$ cat src/rtl/id_issue_bypass.sv
// Decode/issue stage: register-file read, multi-producer operand bypass with
// per-producer data-ready, hazard stall, registered issue to EX with flush.
module id_issue_bypass #(
    parameter int                 DATA_W    = 32,
    parameter int                 REG_AW    = 5,
    parameter int                 NUM_FWD   = 3,
    parameter int                 PAYLOAD_W = 64,
    parameter int                 CNT_W     = 16,
    parameter logic [DATA_W-1:0]  PC_RESET  = 32'h1c000000
) (
    input  logic                        clk,
    input  logic                        resetn,
    input  logic                        in_valid,
    output logic                        in_ready,
    output logic                        out_valid,
    input  logic                        out_ready,
    input  logic                        flush,
    input  logic [DATA_W-1:0]           in_pc,
    input  logic [PAYLOAD_W-1:0]        in_payload,
    input  logic [REG_AW-1:0]           in_src1_addr,
    input  logic [REG_AW-1:0]           in_src2_addr,
    input  logic                        in_src1_en,
    input  logic                        in_src2_en,
    input  logic [REG_AW-1:0]           in_dest,
    input  logic                        in_gr_we,
    output logic [REG_AW-1:0]           rf_raddr1,
    output logic [REG_AW-1:0]           rf_raddr2,
    input  logic [DATA_W-1:0]           rf_rdata1,
    input  logic [DATA_W-1:0]           rf_rdata2,
    input  logic [NUM_FWD-1:0]          fwd_valid,
    input  logic [NUM_FWD-1:0]          fwd_we,
    input  logic [NUM_FWD*REG_AW-1:0]   fwd_dest,
    input  logic [NUM_FWD-1:0]          fwd_data_ok,
    input  logic [NUM_FWD*DATA_W-1:0]   fwd_data,
    output logic [DATA_W-1:0]           out_pc,
    output logic [PAYLOAD_W-1:0]        out_payload,
    output logic [DATA_W-1:0]           out_src1,
    output logic [DATA_W-1:0]           out_src2,
    output logic [REG_AW-1:0]           out_dest,
    output logic                        out_gr_we,
    output logic                        hazard_stall,
    output logic [CNT_W-1:0]            stall_cnt,
    input  logic                        stall_cnt_clr
);

    // Returns {unresolved, value}. Scanning oldest to youngest lets the
    // youngest matching producer overwrite, so older matches never leak through.
    function automatic logic [DATA_W:0] resolve_src(
        input logic [REG_AW-1:0]         addr,
        input logic [DATA_W-1:0]         rf_data,
        input logic [NUM_FWD-1:0]        f_valid,
        input logic [NUM_FWD-1:0]        f_we,
        input logic [NUM_FWD-1:0]        f_ok,
        input logic [NUM_FWD*REG_AW-1:0] f_dest,
        input logic [NUM_FWD*DATA_W-1:0] f_data
    );
        logic [DATA_W:0] res;
        res = {1'b0, rf_data};
        for (int i = NUM_FWD - 1; i >= 0; i--) begin
            if (f_valid[i] && f_we[i] && (f_dest[i*REG_AW +: REG_AW] == addr)) begin
                res = {~f_ok[i], f_data[i*DATA_W +: DATA_W]};
            end else begin
                res = res;
            end
        end
        if (addr == {REG_AW{1'b0}}) begin
            res = {(DATA_W+1){1'b0}};
        end else begin
            res = res;
        end
        return res;
    endfunction

    logic [DATA_W:0]     res1_s;
    logic [DATA_W:0]     res2_s;
    logic                unres1_s;
    logic                unres2_s;
    logic                hazard_s;
    logic                out_free_s;
    logic                accept_s;

    logic                out_valid_r;
    logic [DATA_W-1:0]   out_pc_r;
    logic [PAYLOAD_W-1:0] out_payload_r;
    logic [DATA_W-1:0]   out_src1_r;
    logic [DATA_W-1:0]   out_src2_r;
    logic [REG_AW-1:0]   out_dest_r;
    logic                out_gr_we_r;
    logic [CNT_W-1:0]    stall_cnt_r;

    assign res1_s = resolve_src(in_src1_addr, rf_rdata1, fwd_valid, fwd_we,
                                fwd_data_ok, fwd_dest, fwd_data);
    assign res2_s = resolve_src(in_src2_addr, rf_rdata2, fwd_valid, fwd_we,
                                fwd_data_ok, fwd_dest, fwd_data);

    assign unres1_s   = res1_s[DATA_W] & in_src1_en;
    assign unres2_s   = res2_s[DATA_W] & in_src2_en;
    assign hazard_s   = in_valid & (unres1_s | unres2_s);
    assign out_free_s = ~out_valid_r | out_ready;
    assign accept_s   = in_valid & ~hazard_s & out_free_s & ~flush;

    assign rf_raddr1    = in_src1_addr;
    assign rf_raddr2    = in_src2_addr;
    assign hazard_stall = hazard_s;
    assign in_ready     = flush | ~in_valid | (~hazard_s & out_free_s);

    assign out_valid   = out_valid_r;
    assign out_pc      = out_pc_r;
    assign out_payload = out_payload_r;
    assign out_src1    = out_src1_r;
    assign out_src2    = out_src2_r;
    assign out_dest    = out_dest_r;
    assign out_gr_we   = out_gr_we_r;
    assign stall_cnt   = stall_cnt_r;

    // Output valid: flush kills, a free slot takes the accept, otherwise hold.
    always_ff @(posedge clk or negedge resetn) begin
        if (!resetn) begin
            out_valid_r <= 1'b0;
        end else if (flush) begin
            out_valid_r <= 1'b0;
        end else if (out_free_s) begin
            out_valid_r <= accept_s;
        end
    end

    // Issue data registers load only on accept.
    always_ff @(posedge clk or negedge resetn) begin
        if (!resetn) begin
            out_pc_r      <= PC_RESET;
            out_payload_r <= {PAYLOAD_W{1'b0}};
            out_src1_r    <= {DATA_W{1'b0}};
            out_src2_r    <= {DATA_W{1'b0}};
            out_dest_r    <= {REG_AW{1'b0}};
            out_gr_we_r   <= 1'b0;
        end else if (accept_s) begin
            out_pc_r      <= in_pc;
            out_payload_r <= in_payload;
            out_src1_r    <= res1_s[DATA_W-1:0];
            out_src2_r    <= res2_s[DATA_W-1:0];
            out_dest_r    <= in_dest;
            out_gr_we_r   <= in_gr_we;
        end
    end

    // Saturating hazard-stall counter; flushed cycles are not stalls.
    always_ff @(posedge clk or negedge resetn) begin
        if (!resetn) begin
            stall_cnt_r <= {CNT_W{1'b0}};
        end else if (stall_cnt_clr) begin
            stall_cnt_r <= {CNT_W{1'b0}};
        end else if (hazard_s && !flush && (stall_cnt_r != {CNT_W{1'b1}})) begin
            stall_cnt_r <= stall_cnt_r + CNT_W'(1);
        end
    end

endmodule

$ cat config.mk
export PLATFORM = sky130hd
export DESIGN_NAME = id_issue_bypass
export DESIGN_NICKNAME = d
export VERILOG_FILES = /design/src/rtl/id_issue_bypass.sv
export SDC_FILE = /design/constraint.sdc
export NUM_CORES = 1
export LEC_CHECK = 0
export ABC_AREA = 1
export ABC_CLOCK_PERIOD_IN_PS = 2900
export CAP_MARGIN = 20
export CORE_AREA = 5 5 192 194
export DETAILED_ROUTE_END_ITERATION = 12
export DIE_AREA = 0 0 197 199
export GPL_TIMING_DRIVEN = 0
export PLACE_DENSITY_LB_ADDON = 0.12
export SKIP_LAST_GASP = 1
export SYNTH_ARGS = -nofsm -noshare
export SYNTH_HDL_FRONTEND = slang
export SYNTH_SLANG_ARGS = --single-unit
$ cat constraint.sdc
create_clock -name clk -period 2.9 [get_ports clk]
set_input_delay 0.725 -clock clk [delete_from_list [all_inputs] [get_ports clk]]
set_output_delay 0.725 -clock clk [all_outputs]
set_load 0.03 [all_outputs]
==> flow_metrics.py <==
metrics = {
    "synth": {
        "synth_area_mm2": 0.0110,
        "yosysMostFrequentCell": "nand2_1",
        "synth_area_leaders": "dfrtp_1 (41%), nand2_1 (23%), nand3_1 (13%)",
        "synth-main-ff-cell": "dfrtp_1",
        "ys_seq_area_share_pct": 41.5,
        "ys_types": 33,
        "yosys_register_bits": 183,
        "synth_edf_count": 0,
        "syn_avg_cell_area_um2": 6.66,
        "yosys.area.top_type": "dfrtp_1",
        "ys_async_sr_fraction_pct": 100,
        "synth_nets": 1963,
        "synthesis.instances": 1658,
        "yosys.area.top_type_share_pct": 40.8,
        "synth_common_cells": "nand2_1 (673), nand3_1 (286), inv_1 (200)",
        "yosys_warnings": 0,
    },
    "setup_path": {
        "arrival_ns": 2.09,
        "cp_top_family": "simple AND/OR/NAND/NOR gates",
        "worstSetupEndpointType": "output port",
        "crit_chain": "dlygate4sd2_1 > inv_1 > nand2_1 > nand2_1 > nor2_2 > nand2_2 > nor2_4 > nand3_2 > nand2_1 > nand2_2 > a21oi_4 > buf_6",
        "critPathBufInv": 3,
        "critPathSlowestCell": "dlygate4sd2_1",
        "worstPathRequired_ns": 2.17,
        "crit_type": "in2out",
        "crit_path_max_incr_delay_ns": 0.24,
        "worst_setup_path_start_kind": "input pin",
        "crit_fanout": 3,
        "critical_path.most_common_cell": "nand2_1",
    },
    "power": {
        "pwr_density_cell_mw_per_mm2": 519,
        "ir_drop_mv": 0.462,
        "power_frac_comb_pct": 36.2,
        "cellInternalPower_mw": 5.78,
        "netSwitchingPower_mw": 3.26,
        "leakagePower_nw": 8.80,
        "sw_frac_of_total_pct": 36.1,
        "p_clk_share_pct": 28.5,
        "power_frac_seq_pct": 35.2,
    },
    "layout": {
        "layout.nets": 2490,
        "drive_above_1_share_pct": 7.51,
        "fin_util_pct": 49.7,
        "n_fill_cell": 3588,
        "final_cell_area_mm2": 0.0174,
        "areaGrowthSynthToFinish_pct": 57.7,
    },
    "floorplan": {
        "core_mm2": 0.0351,
        "start_util_pct": 31.5,
        "die_area_mm2": 0.0392,
        "rows": 69,
        "die_x_um": 197,
        "die_height_um": 199,
        "ioPinCount": 499,
    },
    "grt": {
        "grt_max_degree": 97,
        "grt_pass1_vias": 12874,
        "grt_pass1_wl_um": 75200,
        "grt_use_total_pct": 25.1,
        "antenna_found_initial": 10,
        "grt_overflow": 0,
    },
    "timing": {
        "min_period_over_period_pct": 97.2,
        "worstMarginPinSlew_ns": 0.756,
        "finalHoldViolations": 0,
        "maxSlewViolCount": 0,
        "min_period_ns": 2.82,
        "worst_slack_ns": 0.0806,
        "fin_worst_skew_ns": 0.00705,
        "finalSetupViolations": 0,
        "max_freq_mhz": 355,
        "relSlewSlack_pct": 49.6,
    },
    "placed_design": {
        "portBuffers": 497,
        "preCtsSetupSlack_ns": -1.69,
        "routabilityCongestion": 0.899,
        "dp_hpwl_um": 39800,
        "placed_area_mm2": 0.0166,
    },
    "cts": {
        "cts_root_buf": "clkbuf_16",
        "clk_latency_ns": 0.45,
        "htree_num_levels": 4,
        "tritoncts": "built",
        "cts_hold_buf": 0,
        "cts.sinks": 183,
        "numCtsBuffers": 17,
        "cts_buffer_depth": 2,
        "path_clk_slew_ns": 0.07,
    },
    "routing": {
        "wl_per_cell_um": 19.0,
        "dr.pass1.iters": 5,
        "drt_iter0_markers": 768,
        "routed_via_density": 4.78,
        "drt-total-wl_um": 50700,
        "via_count": 12754,
        "ant_nets": 0,
        "remaining_drc_errors": 0,
    },
    "flow_run": {
        "maxCapViolCount": 0,
    },
    "outcome": {
        "outcome": "complete, no violations",
    },
    "worst_hold_path": {
        "hp-class": "in2async",
    },
}
## state kept, by name (all words and copies together) (netlist names)
register	flops
out_payload	64
out_pc	32
out_src1	32
out_src2	32
stall_cnt	16
out_dest	5
out_gr_we	1
out_valid	1
## cell families (layout without fill, tap and decap cells)
| family | after synthesis | in the layout | synth area share (%) |
|---|---|---|---|
| adder cells (fa/ha/maj) | 1 | 1 | 0.113 |
| other | 0 | 9 | 0 |
| AO/OA/AOI/OAI | 113 | 113 | 5.94 |
| flip-flops | 183 | 183 | 41.5 |
| XOR/XNOR | 7 | 7 | 0.555 |
| buffers and inverters | 321 | 861 | 12.8 |
| AND/OR/NAND/NOR | 1033 | 1033 | 39.1 |
## layer usage
layer	vias up	wire (um)	share of wire, %	global-route usage [%]
met1	5953	20900	41	31.0
met3	77	3870	7.6	6.52
met5	-	28	0.055	0
li1	6240	-	-	-
met4	4	1430	2.8	9.19
met2	480	24500	48	42.3
## timing repair
item	4_1_cts	5_1_grt
pin swaps	30	13
gates resized for setup	91	40
cloned	0	0
setup endpoints to repair	132	4
buffers inserted	9	1
## cell usage in the layout (no fill, tap or decap), types with 4 or more instances in the layout
cell type / synthesis / routed
nand3_2: 3 / 4
clkbuf_2: 0 / 11
diode_2: 0 / 9
nor2_2: 3 / 10
clkbuf_1: 54 / 52
nor2_1: 49 / 38
inv_2: 8 / 12
buf_1: 8 / 8
clkdlybuf4s50_1: 0 / 463
inv_1: 200 / 195
nand2_1: 673 / 668
o211ai_1: 32 / 32
dfrtp_1: 180 / 180
a21oi_1: 70 / 66
clkbuf_16: 0 / 17
buf_4: 27 / 37
nand3_1: 286 / 284
nor2_4: 2 / 6
xor2_1: 5 / 5
dlygate4sd2_1: 0 / 14
buf_6: 12 / 15
nand4_1: 8 / 8
nand2_2: 2 / 6
buf_2: 11 / 15
## metrics by stage
| stage | instances | power, mW | setup TNS [ns] | hold WS [ns] |
|---|---|---|---|---|
| 6_report | 2668 | 9.03 | 0 | 0.256 |
| 5_1_grt | 2667 | 9.48 | -0.0208 | 0.317 |
| 4_1_cts | 2658 | 9.13 | 0 | 0.310 |
| 3_5_place_dp | 2618 | 6.51 | -92.77 | 0.452 |
| 3_3_place_gp | 2616 | 6.50 | -1454.06 | 0.450 |
| 2_1_floorplan | 1658 | 4.79 | 0 | 0.429 |
## cell type report
cell class	instances	area, um2	share of cell area (%)
Multi-Input combinational cell	1154	5180	29.7
Antenna cell	9	22.5	0.129
Buffer	111	632	3.63
Clock buffer	19	453	2.60
Clock inverter	13	188	1.08
Timing Repair Buffer	509	5000	28.7
Tap cell	461	577	3.31
Sequential cell	183	4580	26.3
Inverter	209	787	4.52
## worst paths after layout
check | start | endpoint | slack, ns | depth (start not counted)
max in group asynchronous | resetn | out_pc[26]$_DFFE_PN1P_ | 1.66 | 2
hold reg to reg | out_pc[28]$_DFFE_PN1P_ | out_pc[28]$_DFFE_PN1P_ | 0.46 | 2
hold / removal | resetn | stall_cnt[7]$_DFFE_PN0P_ | 0.26 | 1
setup reg to reg | stall_cnt[0]$_DFFE_PN0P_ | stall_cnt[11]$_DFFE_PN0P_ | 0.53 | 13
setup / recovery | fwd_dest[14] | hazard_stall | 0.08 | 12
min in group clk | out_pc[28]$_DFFE_PN1P_ | out_pc[28]$_DFFE_PN1P_ | 0.46 | 2
## worst reg2reg max path: stages (launching register included)
cell     delay, ns
dfrtp_1       0.44
ha_1          0.21
nand3_1       0.11
nor2_1        0.18
nand2_1       0.11
nor2_2        0.15
nand3_1       0.12
nor2_1        0.19
nand4_1       0.13
nand3_2       0.18
nand2_2       0.12
buf_4         0.19
nand2_1       0.07
nand2_1       0.05
## power by group through the flow
stage	logic [mW]	registers, mW	clock network [mW]
after floorplan	0.768	4.03	0
after global placement	3.27	3.22	0
after detailed placement	3.29	3.23	0
after CTS	3.30	3.18	2.64
after global routing	3.50	3.23	2.74
final	3.27	3.18	2.58
Note: power is estimated with default switching activity, not from simulation.
